==> config.mk <==
export PLATFORM = sky130hd
export DESIGN_NAME = comb_decimator_2_flat
export DESIGN_NICKNAME = d
export VERILOG_FILES = /design/src/rtl/comb_decimator_2_pkg.sv /design/src/rtl/comb_decimator_2_if.sv /design/src/rtl/comb_decimator_2_comb_stage.sv /design/src/rtl/comb_decimator_2.sv /design/src/flat_wrapper.sv
export SDC_FILE = /design/constraint.sdc
export NUM_CORES = 1
export LEC_CHECK = 0
export CAP_MARGIN = 10
export CORE_MARGIN = 2
export CORE_UTILIZATION = 33
export DETAILED_ROUTE_END_ITERATION = 12
export PLACE_DENSITY = 0.58
export RECOVER_POWER = 50
export SETUP_SLACK_MARGIN = 0.2
export SLEW_MARGIN = 10
export SYNTH_ARGS = -nofsm -noshare
export SYNTH_HDL_FRONTEND = slang
export SYNTH_SLANG_ARGS = --single-unit
==> constraint.sdc <==
create_clock -name clk -period 3.3 [get_ports clk]
set_clock_uncertainty 0.2 [all_clocks]
set_input_delay 0.495 -clock clk [delete_from_list [all_inputs] [get_ports clk]]
set_output_delay 0.495 -clock clk [all_outputs]
set_load 0.01 [all_outputs]
==> src/rtl/comb_decimator_2_pkg.sv <==
// Shared constants and warm-up FSM encoding for the incremental-ADC decimation filter.
package iadc_filter_pkg;
    localparam int IN_W_DEFAULT = 18;
    localparam int OSR_DEFAULT  = 16;

    typedef enum logic [1:0] {WARM0, WARM1, RUN} warm_state_t;

    // Each stage-2 update moves one step closer to a complete comb history.
    function automatic warm_state_t warm_next(input warm_state_t s);
        case (s)
            WARM0:   return WARM1;
            WARM1:   return RUN;
            default: return RUN;
        endcase
    endfunction
endpackage

==> src/rtl/comb_decimator_2_if.sv <==
// Sample/result bundle between integrator, comb decimator and readout logic.
interface comb_decimator_2_if #(parameter int IN_W = iadc_filter_pkg::IN_W_DEFAULT);
    logic            en;
    logic            clr;
    logic [IN_W-1:0] data_in;
    logic [IN_W-1:0] data_out;
    logic            valid_out;
    logic            ready_in;
    logic            overrun;

    modport master (output en, clr, data_in, ready_in,
                    input  data_out, valid_out, overrun);
    modport slave  (input  en, clr, data_in, ready_in,
                    output data_out, valid_out, overrun);
endinterface

==> src/rtl/comb_decimator_2_comb_stage.sv <==
// Registered first difference: on en_i, dout <= din - previous din (modulo 2^W).
module comb_stage #(
    parameter int W = 18
) (
    input  logic         clk,
    input  logic         rst,
    input  logic         clr_i,
    input  logic         en_i,
    input  logic [W-1:0] din_i,
    output logic [W-1:0] dout_o
);
    logic [W-1:0] hist_q;
    logic [W-1:0] dout_q;

    always_ff @(posedge clk or posedge rst) begin
        if (rst) begin
            hist_q <= '0;
            dout_q <= '0;
        end else if (clr_i) begin
            hist_q <= '0;
            dout_q <= '0;
        end else if (en_i) begin
            hist_q <= din_i;
            dout_q <= din_i - hist_q;
        end
    end

    assign dout_o = dout_q;
endmodule

==> src/rtl/comb_decimator_2.sv <==
// 2nd-order CIC comb + decimate-by-OSR; result 2 cycles after the decimation tick.
// No stall: an unaccepted result is overwritten and flagged by sticky overrun.
module comb_decimator_2
    import iadc_filter_pkg::*;
#(
    parameter int IN_W  = IN_W_DEFAULT,
    parameter int OSR   = OSR_DEFAULT,
    parameter int CNT_W = $clog2(OSR)
) (
    input  logic               clk,
    input  logic               rst,
    comb_decimator_2_if.slave  dec_if
);
    logic [CNT_W-1:0] cnt_q, cnt_d;
    logic [IN_W-1:0]  x_q;
    logic             tag1_q, tag2_q;
    logic [IN_W-1:0]  c1;
    logic [IN_W-1:0]  dout;
    warm_state_t      state_q, state_d;
    logic             valid_q, valid_d;
    logic             ovr_q, ovr_d;
    logic             tick;

    assign tick = dec_if.en && (cnt_q == CNT_W'(OSR - 1));

    always_comb begin
        cnt_d = cnt_q;
        if (dec_if.clr)
            cnt_d = '0;
        else if (tick)
            cnt_d = '0;
        else if (dec_if.en)
            cnt_d = cnt_q + CNT_W'(1);
    end

    // tag1/tag2 mark which pipeline stage holds live data for this tick.
    always_ff @(posedge clk or posedge rst) begin
        if (rst) begin
            cnt_q  <= '0;
            x_q    <= '0;
            tag1_q <= 1'b0;
            tag2_q <= 1'b0;
        end else begin
            cnt_q <= cnt_d;
            if (dec_if.clr) begin
                x_q    <= '0;
                tag1_q <= 1'b0;
                tag2_q <= 1'b0;
            end else begin
                if (tick)
                    x_q <= dec_if.data_in;
                tag1_q <= tick;
                tag2_q <= tag1_q;
            end
        end
    end

    comb_stage #(.W(IN_W)) u_stage1 (
        .clk    (clk),
        .rst    (rst),
        .clr_i  (dec_if.clr),
        .en_i   (tag1_q),
        .din_i  (x_q),
        .dout_o (c1)
    );

    comb_stage #(.W(IN_W)) u_stage2 (
        .clk    (clk),
        .rst    (rst),
        .clr_i  (dec_if.clr),
        .en_i   (tag2_q),
        .din_i  (c1),
        .dout_o (dout)
    );

    always_ff @(posedge clk or posedge rst) begin
        if (rst) begin
            state_q <= WARM0;
            valid_q <= 1'b0;
            ovr_q   <= 1'b0;
        end else begin
            state_q <= state_d;
            valid_q <= valid_d;
            ovr_q   <= ovr_d;
        end
    end

    always_comb begin
        state_d = state_q;
        valid_d = valid_q;
        ovr_d   = ovr_q;
        if (dec_if.clr) begin
            state_d = WARM0;
            valid_d = 1'b0;
            ovr_d   = 1'b0;
        end else begin
            if (valid_q && dec_if.ready_in)
                valid_d = 1'b0;
            if (tag2_q) begin
                state_d = warm_next(state_q);
                // Warm-up updates still load data_out but never present it.
                if (state_q == RUN) begin
                    if (valid_q && !dec_if.ready_in)
                        ovr_d = 1'b1;
                    valid_d = 1'b1;
                end
            end
        end
    end

    assign dec_if.data_out  = dout;
    assign dec_if.valid_out = valid_q;
    assign dec_if.overrun   = ovr_q;
endmodule

==> src/flat_wrapper.sv <==
// flat-port wrapper written by rule: the top's interface ports become plain ports
module comb_decimator_2_flat import iadc_filter_pkg::*;
#(
    parameter int IN_W  = IN_W_DEFAULT,
    parameter int OSR   = OSR_DEFAULT,
    parameter int CNT_W = $clog2(OSR)
)
  (clk, rst, dec_if_en, dec_if_clr, dec_if_data_in, dec_if_ready_in, dec_if_data_out, dec_if_valid_out, dec_if_overrun);
  comb_decimator_2_if #(.IN_W(IN_W)) dec_if_i ();
  input  logic clk;
  input  logic rst;
  input wire logic [$bits(dec_if_i.en)-1:0] dec_if_en;
  input wire logic [$bits(dec_if_i.clr)-1:0] dec_if_clr;
  input wire logic [$bits(dec_if_i.data_in)-1:0] dec_if_data_in;
  input wire logic [$bits(dec_if_i.ready_in)-1:0] dec_if_ready_in;
  output wire logic [$bits(dec_if_i.data_out)-1:0] dec_if_data_out;
  output wire logic [$bits(dec_if_i.valid_out)-1:0] dec_if_valid_out;
  output wire logic [$bits(dec_if_i.overrun)-1:0] dec_if_overrun;
  assign dec_if_i.en = dec_if_en;
  assign dec_if_i.clr = dec_if_clr;
  assign dec_if_i.data_in = dec_if_data_in;
  assign dec_if_i.ready_in = dec_if_ready_in;
  assign dec_if_data_out = dec_if_i.data_out;
  assign dec_if_valid_out = dec_if_i.valid_out;
  assign dec_if_overrun = dec_if_i.overrun;
  comb_decimator_2 #(.IN_W(IN_W), .OSR(OSR), .CNT_W(CNT_W)) u_core (.clk(clk), .rst(rst), .dec_if(dec_if_i));
endmodule
* Word level (Yosys, flattened, before mapping) *
Index checks and enable logic that the tools add are counted.

cells by class
  equal/unequal tests = 2
  mux-type cells = 26
  reduce and logical (&&, ||, !) cells = 12
  add/subtract/negate cells = 3

operators with widths
  cell                                         number
  2-to-1 mux 18 bit                            10
  subtractor 18 bit                            2
  2-to-1 mux 4 bit                             3
  2-to-1 mux 1 bit                             10
  nonzero test 2 bit                           5
  2-to-1 mux 2 bit                             3
  adder 4 x 1 -> 4 bit, second input constant  1
  == test 4 bit, second input constant         1
  logical AND 1 bit                            3
  AND reduction 3 bit                          1
  nonzero test 3 bit                           1
  == test 2 bit, second input constant         1
  zero test 2 bit                              1
  zero test 1 bit                              1

word-level totals
  word-level logic and storage cells = 54
  register bits = 100
  input bits = 23
  output and inout port bits = 20

* Logic depth before layout (Yosys ltp) *
Gate-level depths: netlist of the first run.

  depth in word-level cells = 6
  mapped depth = 11
  gate-level depth less buffers = 11

* Modules after synthesis *
Synthesis of the first run repeated with hierarchy kept, for this count alone.

second synthesis, totals
  cells, all modules = 574
  area total of the unflattened synthesis = 5725.5 um^2

by module, submodules not included
  module                        times used  cells an instance  seq. area each (um^2)  area an instance (um^2)
  comb_stage (u_core.u_stage2)  1           263                900.9                  2414.8
  comb_stage (u_core.u_stage1)  1           233                900.9                  2242.2
  comb_decimator_2              1           78                 700.7                  1068.5

* Worst setup path before layout of the first run *
OpenSTA, ideal clock, no wires.

  path type = reg2reg
  start = reg u_core.x_q[6]
  end = reg u_core.u_stage1.dout_q[14] (netlist: u_core.u_stage1.dout_o[14])
  data arrival time = 2.301 ns
  cell stages (with the launch flop) = 10
  setup slack = 0.677 ns
  period minus slack after synthesis = 2.623 ns
  data required time = 2.978 ns
  library setup time = 0.122 ns
  path buffers = 0
  cells stage by stage = dfrtp_1 -> ha_1 -> a21o_1 -> a21oi_2 -> o21ai_1 -> or3_1 -> o221ai_2 -> a21oi_1 -> or3_1 -> a32o_1

on the way
  word-level cells in the longest chain between the ends = 3

RTL lines
  element                 line                               RTL
  from (decl)             comb_decimator_2.sv:15             logic [IN_W-1:0] x_q;
  from (signal assigned)  comb_decimator_2.sv:51             x_q <= dec_if.data_in;
  subtractor 18 bit       comb_decimator_2_comb_stage.sv:24  dout_q <= din_i - hist_q;
  2-to-1 mux 18 bit       comb_decimator_2_comb_stage.sv:22  end else if (en_i) begin
  2-to-1 mux 18 bit       comb_decimator_2_comb_stage.sv:19  end else if (clr_i) begin
  to (signal assigned)    comb_decimator_2_comb_stage.sv:24
  to (decl)               comb_decimator_2_comb_stage.sv:13  logic [W-1:0] dout_q;

No other way between the ends. The select of a mux whose other input is x is not followed.
A chain may end at the register's enable or synchronous reset.

* Worst setup path in the final report of the first run *
  start = reg u_core.u_stage1.dout_q[8] (netlist: u_core.u_stage1.dout_o[8])
  end = reg u_core.u_stage2.dout_q[17] (netlist: u_core.u_stage2.dout_o[17])

on the way
  word-level cells in the longest chain between the ends = 3

RTL lines
  element               line
  subtractor 18 bit     comb_decimator_2_comb_stage.sv:24
  2-to-1 mux 18 bit     comb_decimator_2_comb_stage.sv:22
  2-to-1 mux 18 bit     comb_decimator_2_comb_stage.sv:19
  to (signal assigned)  comb_decimator_2_comb_stage.sv:24
  to (decl)             comb_decimator_2_comb_stage.sv:13

No other way between the ends. The select of a mux whose other input is x is not followed.

==> results by group, run 1 <==
Clocking
  • Post-CTS Setup Bufs: 0
  • Sink Count: 100
  • CTS root buffer: clkbuf_16
  • Clock buffer depth: 2
  • CTS tree: built
  • # resized after CTS: 0
  • # H-tree levels: 3
  • CTS clk-pin slew, worst paths: 0.07 ns
  • Clk_lat worst skew: 0.34 ns
  • Total CTS buffers: 9
  • Hold_buf cts: 0

Final layout
  • Layout cell share with drive strength beyond 1: 0.0448
  • Seq. cell area: 2500 um2
  • Multi-input logic area: 2930 um2
  • Antenna cells: 0
  • Final Instance Area: 6650 um2
  • P&R area growth vs syn: 16.4%
  • Fillcell total: 1704
  • Nets: 704

Floorplanning
  • Die height: 136 um
  • Initial core utilization: 0.334
  • Io pins: 43
  • Row cnt: 48
  • Total die area: 18400 um2
  • Die W: 136 um
  • Core Area: 17100 um2

Synth
  • Most common library cells after synthesis: 100 x dfrtp_1, 77 x nor2_1, 62 x nand2_1
  • Yosys top cell by area: dfrtp_1
  • Yosys top cell area share: 0.438
  • Post-synth EDFFs: 0
  • Count leader, synth: dfrtp_1
  • Post-synthesis area per instance: 9.40 um2
  • Top FF cell, synth: dfrtp_1
  • Sequential share of the synthesized area: 0.438
  • Synthesized netlist net count: 668
  • #FFs+latches synth: 100
  • Mapped Area: 5710 um2
  • Post-Syn Instances: 608
  • Top post-synthesis cells by area: dfrtp_1 44%, mux2i_1 10%, ha_1 7.7%, nor2_1 5.1%, nand2_1 4.1%
  • Synth warn: 0
  • Number of library cell types mapped by synthesis: 52
  • Asr flop ratio synth: 1.00

Placement
  • Dpl cell area: 6390 um2
  • Port bufs: 42
  • Routability Congestion: 0.898
  • DP HPWL: 8.05 mm

Worst setup path
  • Top cell family by delay on the critical path: compound AO/OA/AOI/OAI gates
  • CP max stage delay: 0.48 ns
  • Critical path buffer and inverter count: 0
  • Slowest-stage cell, CP: or4b_1
  • CP Launch Type: flip-flop
  • Worst EP required: 3.38 ns
  • CP max FO: 6
  • CP Cell Sequence: ha_1 -> a21oi_1 -> nand3_1 -> o211a_1 -> o41ai_2 -> a21oi_1 -> or4b_1 -> nand3_1
  • Critical Path End Type: flip-flop
  • Kind of critical path: reg2reg
  • Critical Path AT: 2.87 ns

Power and ir drop
  • Total Power: 2.32 mW
  • Total power per unit cell area: 349 nW/um2
  • Worst VDD drop: 0.232 mV
  • Leak pwr: 2.87 nW

STA
  • Final Hold Vio Count: 0
  • Final setup vio count: 0
  • Final Cycle Share: 0.844
  • Slew margin rel.: 0.111
  • Worst-margin pin slew: 1.33 ns
  • Fin Setup TNS: 0 ns
  • Max-slew violations: 0
  • Fmax: 0.359 GHz
  • Unrepaired setup endpoints after global routing: false
  • Fin crit period: 2.79 ns

Global route
  • Remaining Overflow, GRT: 0
  • Vias in the first global route: 4178
  • Antenna violations before repair: 0
  • Largest net degree at the start of global routing: 101
  • Tot GR Track Use: 0.132
  • First-pass GRT wire length: 19.8 mm

Flow run
  • Max-Cap Viols: 0

Drt
  • Routed via count: 4175
  • Drt first pass iters: 4
  • Iter 0 DRT Violations: 273
  • Routed length per placed instance: 12.8 um
  • Post-route antenna net violation count: 0
  • Final wirelength: 11.2 mm
  • Via density: 4.78
  • Number of remaining DRC errors: 0

Min path
  • HP Class: reg2reg

Run status
  • Outcome: completed
==> flip-flops by register name, indices dropped and copies added, names as in the netlist <==
| signal | flops |
|---|---|
| u_core.x_q | 18 |
| u_core.u_stage2.dout_o | 18 |
| u_core.u_stage1.hist_q | 18 |
| u_core.u_stage1.dout_o | 18 |
| u_core.cnt_q | 4 |
| u_core.u_stage2.hist_q | 18 |
| u_core.dec_if.overrun | 1 |
| u_core.state_q | 2 |
| u_core.tag2_q | 1 |
| u_core.tag1_q | 1 |
| u_core.dec_if.valid_out | 1 |
==> kinds of logic (layout without fill, tap and decap cells) <==
logic type	Yosys count	count (layout)	synth area share
AO/OA/AOI/OAI	122	122	0.139
adder cells (fa/ha/maj)	37	37	0.0836
flip-flops	100	100	0.438
buffers and inverters	75	115	0.0495
AND/OR/NAND/NOR	191	191	0.150
XOR/XNOR	25	25	0.0383
multiplexers	58	58	0.102
==> through the flow <==
| stage | std cells | hold WS, ns | util | setup WS (ns) |
|---|---|---|---|---|
| 2_1_floorplan | 608 | 0.281 | - | 0.677 |
| 3_3_place_gp | 858 | 0.289 | 0.374 | 0.588 |
| 3_5_place_dp | 858 | 0.301 | 0.374 | 0.521 |
| 4_1_cts | 873 | 0.310 | 0.390 | 0.506 |
| 5_1_grt | 873 | 0.327 | 0.389 | 0.363 |
| 6_report | 873 | 0.308 | 0.389 | 0.513 |
==> cells in the final DEF (no fill, tap or decap), types with 5 or more instances in the layout <==
cell type	Yosys	routed
xor2_1	12	12
o22ai_1	5	5
mux2i_1	57	57
dfrtp_1	100	100
ha_1	35	35
o21ai_0	5	5
o21ai_1	8	8
nor2_1	77	77
a21o_1	14	14
buf_4	0	6
nand4_1	7	7
nand2_1	62	62
nand3_1	9	9
a21oi_1	46	46
nand2b_1	9	9
clkbuf_16	0	9
a31oi_1	10	10
nor2b_1	6	6
xnor2_1	13	13
o21a_1	7	7
clkdlybuf4s50_1	0	40
inv_1	50	49
==> final cells by class <==
cell class / instances / area share
timing repair buffer: 50 / 0.0709
clock buffer: 12 / 0.0355
sequential: 100 / 0.376
inverter: 50 / 0.0288
clock inverter: 3 / 0.00602
tap: 225 / 0.0423
multi-input combinational: 433 / 0.440
==> final timing paths <==
| kind | cells after the start | slack, ns | startpoint | end |
|---|---|---|---|---|
| max | 8 | 0.51 | u_core.u_stage1.dout_o[8] | u_core.u_stage2.dout_o[17] |
| min | 1 | 0.31 | u_core.dec_if.overrun | u_core.dec_if.overrun |
| max reg2reg | 8 | 0.51 | u_core.u_stage1.dout_o[8] | u_core.u_stage2.dout_o[17] |
| min in group asynchronous | 3 | 0.93 | rst | u_core.cnt_q[3] |
| min reg2reg | 1 | 0.31 | u_core.dec_if.overrun | u_core.dec_if.overrun |
| max in group asynchronous | 3 | 1.15 | rst | u_core.u_stage1.dout_o[14] |
==> per-layer routing <==
layer	wire (um)	vias to the layer above	global-route usage
met1	5650	1939	0.178
met3	366	16	0.0206
met4	259	0	0.0706
li1	-	2156	-
met2	4900	64	0.203
met5	0	-	0
==> where the power goes <==
part	internal [mW]	switching [mW]	leakage [nW]
sequential	1.23	0.00193	1.40
clock	0.582	0.429	0.136
combinational	0.0296	0.0501	1.34
No activity file was read; power rests on OpenSTA's default activity.
==> inputs of run 2 (changes only) <==
PLACE_DENSITY = 0.56   (was 0.58)
clock period = 2.6 ns   (was 3.3 ns; I/O delays follow)
==> results by group, run 2 (synthesis gave the netlist of run 1 again) <==
Worst setup path
  • Slowest-stage cell, CP: dfrtp_1
  • Most frequent CP cell: a21oi_2
  • Top cell family by delay on the critical path: compound AO/OA/AOI/OAI gates
  • Critical Path AT: 2.63 ns
  • Critical path buffer and inverter count: 1
  • CP max stage delay: 0.39 ns
  • CP Cell Sequence: inv_2 -> ha_4 -> a21o_1 -> a21oi_2 -> o21ai_2 -> or3_4 -> o221ai_4 -> a21oi_2 -> or3_1 -> a32o_1
  • Reg2reg end: u_core.u_stage1.dout_o[14]
  • Kind of critical path: reg2reg
  • Reg2Reg Depth: 10
  • Worst R2R Setup Slack: 0.009 ns
  • CP max FO: 3
  • Critical Path End Type: flip-flop
  • R2r startpoint: u_core.u_stage1.hist_q[6]
  • Worst EP required: 2.64 ns
  • CP Launch Type: flip-flop

Drt
  • Post-route antenna net violation count: 0
  • Number of remaining DRC errors: 0
  • Drt first pass iters: 4
  • Routed via count: 4354
  • Routed length per placed instance: 13.4 um
  • Via density: 4.82
  • Iter 0 DRT Violations: 295
  • Final wirelength: 12.1 mm

Final layout
  • P&R area growth vs syn: 26.0%
  • Antenna cells: 0
  • Most common cell after layout, fill and taps aside: dfrtp_1
  • Nets: 734
  • Layout cell share with drive strength beyond 1: 0.150
  • Util after Layout: 0.421
  • Final Instance Area: 7200 um2
  • Multi-input logic area: 3210 um2
  • Fillcell total: 1642
  • Seq. cell area: 2500 um2
  • Most frequent cells in the layout: 98 x dfrtp_1, 77 x nor2_1, 60 x nand2_1
  • Fin cells: 904

Global route
  • Tot GR Track Use: 0.137
  • Antenna violations before repair: 0
  • Vias in the first global route: 4393
  • First-pass GRT wire length: 20.4 mm
  • Largest net degree at the start of global routing: 101
  • Remaining Overflow, GRT: 0

STA
  • Max-slew violations: 0
  • Fin crit period: 2.59 ns
  • Worst-margin pin slew: 1.34 ns
  • Fmax: 0.386 GHz
  • Final WS setup: 0.00917 ns
  • Final Hold Vio Count: 0
  • Final Cycle Share: 0.996
  • Final setup vio count: 0
  • Unrepaired setup endpoints after global routing: true
  • Fin Setup TNS: 0 ns
  • Hold_ws: 0.311 ns
  • Slew margin rel.: 0.107

Power and ir drop
  • Worst VDD drop: 0.311 mV
  • Total power per unit cell area: 419 nW/um2
  • Total Power: 3.02 mW
  • Leak pwr: 3.11 nW

Min path
  • Hold Path Stages: 1
  • Hold wc startpoint: u_core.dec_if.overrun
  • WHS Endpoint: u_core.dec_if.overrun
  • HP Class: reg2reg

Clocking
  • # H-tree levels: 3
  • Clk_lat worst skew: 0.35 ns
  • Sink Count: 100
  • CTS root buffer: clkbuf_16
  • Clock buffer depth: 2
  • Total CTS buffers: 9
  • Hold_buf cts: 0
  • CTS tree: built
  • CTS clk-pin slew, worst paths: 0.07 ns

Run status
  • Outcome: completed

Placement
  • Dpl cell area: 6520 um2
  • DP HPWL: 8.23 mm
  • Port bufs: 42
  • Routability Congestion: 0.860
  • Placed cells: 871
  • Pre-CTS WS: -0.0625 ns

Floorplanning
  • Total die area: 18400 um2
  • Initial core utilization: 0.334
  • Io pins: 43
  • Core Area: 17100 um2
  • Die height: 136 um
  • Die W: 136 um
  • Row cnt: 48

Flow run
  • Max-Cap Viols: 0
run 2: changes by cell type in the layout (fill, tap and decap cells not counted), sizes merged:
cell and delta:
buf +28, clkbuf +2, clkinv +1
run 2: layer usage:
metal  GRT usage  up-vias  routed length [um]
met5           0        -                   0
met1       0.184     2049                6070
met3      0.0183       16                 284
met4      0.0631        0                 273
met2       0.219       64                5510
li1            -     2225                   -
run 2: worst max-delay path by stage:
| stage | startpoint | endpoint | slack [ns] | cells after the start |
|---|---|---|---|---|
| global route | u_core.x_q[5] | u_core.u_stage1.dout_o[14] | -0.10 | 9 |
| finish | u_core.u_stage1.hist_q[6] | u_core.u_stage1.dout_o[14] | 0.009 | 10 |
| global placement | u_core.u_stage1.dout_o[0] | u_core.u_stage2.dout_o[8] | 0.04 | 11 |
| floorplan | u_core.u_stage1.hist_q[6] | u_core.u_stage1.dout_o[14] | 0.09 | 10 |
| detailed placement | u_core.x_q[0] | u_core.u_stage1.dout_o[14] | -0.06 | 11 |
| CTS | u_core.u_stage1.hist_q[6] | u_core.u_stage1.dout_o[14] | 0.02 | 10 |
run 2: what timing repair did:
| action | in CTS | in global routing |
|---|---|---|
| resized for setup | 18 | 35 |
| endpoints found under the setup margin | 15 | 16 |
| pin swaps | 7 | 27 |
| buffers inserted | 6 | 11 |
run 2: power by group:
group / switching (mW) / internal, mW
Sequential: 0.00263 / 1.56
Clock: 0.583 / 0.772
Combinational: 0.0644 / 0.0364
Total: 0.650 / 2.37
run 2: worst register-to-register path, cell delays in order, from the launching register on:
cell and delay [ns]:
dfrtp_1 0.39, inv_2 0.07, ha_4 0.20, a21o_1 0.17, a21oi_2 0.15, o21ai_2 0.07
or3_4 0.39, o221ai_4 0.21, a21oi_2 0.09, or3_1 0.31, a32o_1 0.22
run 2: cell type report:
| class | instances | area share |
|---|---|---|
| multi-input combinational | 433 | 0.446 |
| sequential | 100 | 0.348 |
| timing repair buffer | 80 | 0.0991 |
| tap | 225 | 0.0391 |
| clock buffer | 12 | 0.0342 |
| inverter | 50 | 0.0269 |
| clock inverter | 4 | 0.00678 |
==> inputs of run 3 (changes only) <==
CORE_ASPECT_RATIO = 1.4   (was not set)
CTS_CLUSTER_DIAMETER = 60   (was not set)
SETUP_SLACK_MARGIN = 0.15   (was 0.2)
==> results by group, run 3 (synthesis gave the netlist of run 1 again) <==
Floorplanning
  • Die height: 160 um
  • Die W: 115 um
  • Total die area: 18400 um2
  • Row cnt: 56
  • Core Area: 16900 um2
  • Initial core utilization: 0.338
  • Io pins: 43

Global route
  • Antenna violations before repair: 0
  • Tot GR Track Use: 0.136
  • Remaining Overflow, GRT: 0
  • First-pass GRT wire length: 20.5 mm
  • Vias in the first global route: 4532
  • Largest net degree at the start of global routing: 60

Placement
  • Port bufs: 42
  • DP HPWL: 8.44 mm
  • Routability Congestion: 0.870

Power and ir drop
  • Leak pwr: 3.14 nW
  • Total power per unit cell area: 446 nW/um2
  • Worst VDD drop: 0.267 mV
  • Total Power: 3.24 mW

STA
  • Fin crit period: 2.62 ns
  • Final Cycle Share: 1.01
  • Final WS setup: -0.0229 ns
  • Fmax: 0.381 GHz
  • Unrepaired setup endpoints after global routing: true
  • Max-slew violations: 0
  • Worst-margin pin slew: 0.757 ns
  • Final setup vio count: 1
  • Slew margin rel.: 0.495
  • Final Hold Vio Count: 0

Run status
  • Outcome: finished with violations
  • Failing checks: negative setup slack

Worst setup path
  • CP Launch Type: flip-flop
  • Kind of critical path: reg2reg
  • Worst R2R Setup Slack: -0.02 ns
  • Critical Path End Type: flip-flop
  • CP max stage delay: 0.51 ns
  • Worst EP required: 2.70 ns
  • Most frequent CP cell: a21oi_2
  • Reg2Reg Depth: 9
  • Worst Setup SP: u_core.u_stage1.dout_o[1]
  • CP max FO: 3
  • CP Cell Sequence: ha_1 -> nor2b_4 -> o21ai_4 -> a21oi_2 -> o211a_1 -> o41ai_4 -> a21oi_2 -> or4b_1 -> nand3_1
  • Critical Path AT: 2.72 ns
  • R2r startpoint: u_core.u_stage1.dout_o[1]
  • Reg2reg end: u_core.u_stage2.dout_o[17]
  • CP endpoint: u_core.u_stage2.dout_o[17]
  • Slowest-stage cell, CP: or4b_1

Final layout
  • Layout cell share with drive strength beyond 1: 0.152
  • Fillcell total: 1680
  • Most frequent cells in the layout: 99 x dfrtp_1, 77 x nor2_1, 61 x nand2_1
  • Most common cell after layout, fill and taps aside: dfrtp_1
  • Nets: 734
  • P&R area growth vs syn: 27.2%
  • Antenna cells: 0
  • Seq. cell area: 2500 um2
  • Multi-input logic area: 3210 um2
  • Util after Layout: 0.430

Drt
  • Via density: 4.78
  • Drt first pass iters: 4
  • Final wirelength: 12.2 mm
  • Routed length per placed instance: 13.4 um
  • Post-route antenna net violation count: 0
  • Routed via count: 4357
  • Iter 0 DRT Violations: 192
  • Number of remaining DRC errors: 0

Flow run
  • Max-Cap Viols: 0

Clocking
  • Clock buffer depth: 2
  • Clk_lat worst skew: 0.36 ns
  • Sink Count: 100
  • CTS tree: built
  • CTS clk-pin slew, worst paths: 0.08 ns
  • Hold_buf cts: 0
  • # H-tree levels: 3
  • Total CTS buffers: 9
  • CTS root buffer: clkbuf_16

Min path
  • HP Class: in2reg
==> run 3: changes by cell type in the layout (fill, tap and decap cells not counted), sizes merged <==
| cell | change |
|---|---|
| clkbuf | -3 |
| buf | +1 |
| bufinv | +2 |
| clkinv | -1 |
| clkinvlp | +1 |
==> run 3: worst max-delay path, delay by kind of cell, from the launching register on <==
family	cells	cell delay, ns
AOI/OAI and AO/OA	5	0.93
and+or+nand+nor	3	0.74
DFF	1	0.39
adders and majority gates	1	0.30
==> run 3: worst min path at each step <==
stage | end | startpoint | cells past startpoint
after detailed placement | u_core.dec_if.overrun | u_core.dec_if.overrun | 1
after global routing | u_core.u_stage2.dout_o[11] | dec_if_clr | 2
after CTS | u_core.cnt_q[1] | rst | 2
after floorplan | u_core.u_stage1.dout_o[16] | u_core.u_stage1.dout_o[16] | 2
after global placement | u_core.dec_if.overrun | u_core.dec_if.overrun | 1
final | u_core.u_stage2.dout_o[9] | dec_if_clr | 2
==> run 3: power by group <==
part           leakage (nW)  internal [mW]  switching, mW
Clock                 0.169          0.967          0.610
Sequential             1.39           1.56        0.00275
Combinational          1.57         0.0403         0.0659
Total                  3.14           2.56          0.679
==> run 3: what timing repair did <==
action                                  in CTS  in global routing
endpoints found under the setup margin      13                 12
resized for setup                           15                 33
pin swaps                                    5                 32
buffers inserted                             3                 13
==> run 3: stage by stage <==
stage,std cells,TNS [ns],cell area (um2),hold WS [ns],setup WS (ns)
final,911,-0.0229,7270,0.259,-0.0229
after global routing,911,-0.204,7270,0.279,-0.127
after CTS,898,0,6990,0.171,0.0500
after detailed placement,879,-0.0989,6550,0.302,-0.0344
after global placement,879,0,6550,0.290,0.00458
after floorplan,608,0,5730,0.281,0.0932
==> run 3: metal layers <==
layer | up-vias | wire length, um | global-route usage
met5 | - | 0 | 0
met4 | 0 | 234 | 0.0624
met3 | 15 | 274 | 0.0266
met2 | 54 | 6300 | 0.234
met1 | 2073 | 5380 | 0.161
li1 | 2215 | - | -
==> run 3: layout make-up <==
| class | count | area share |
|---|---|---|
| sequential | 100 | 0.344 |
| multi-input combinational | 433 | 0.442 |
| clock inverter | 6 | 0.0153 |
| inverter | 50 | 0.0260 |
| clock buffer | 10 | 0.0329 |
| tap | 232 | 0.0399 |
| timing repair buffer | 80 | 0.0997 |
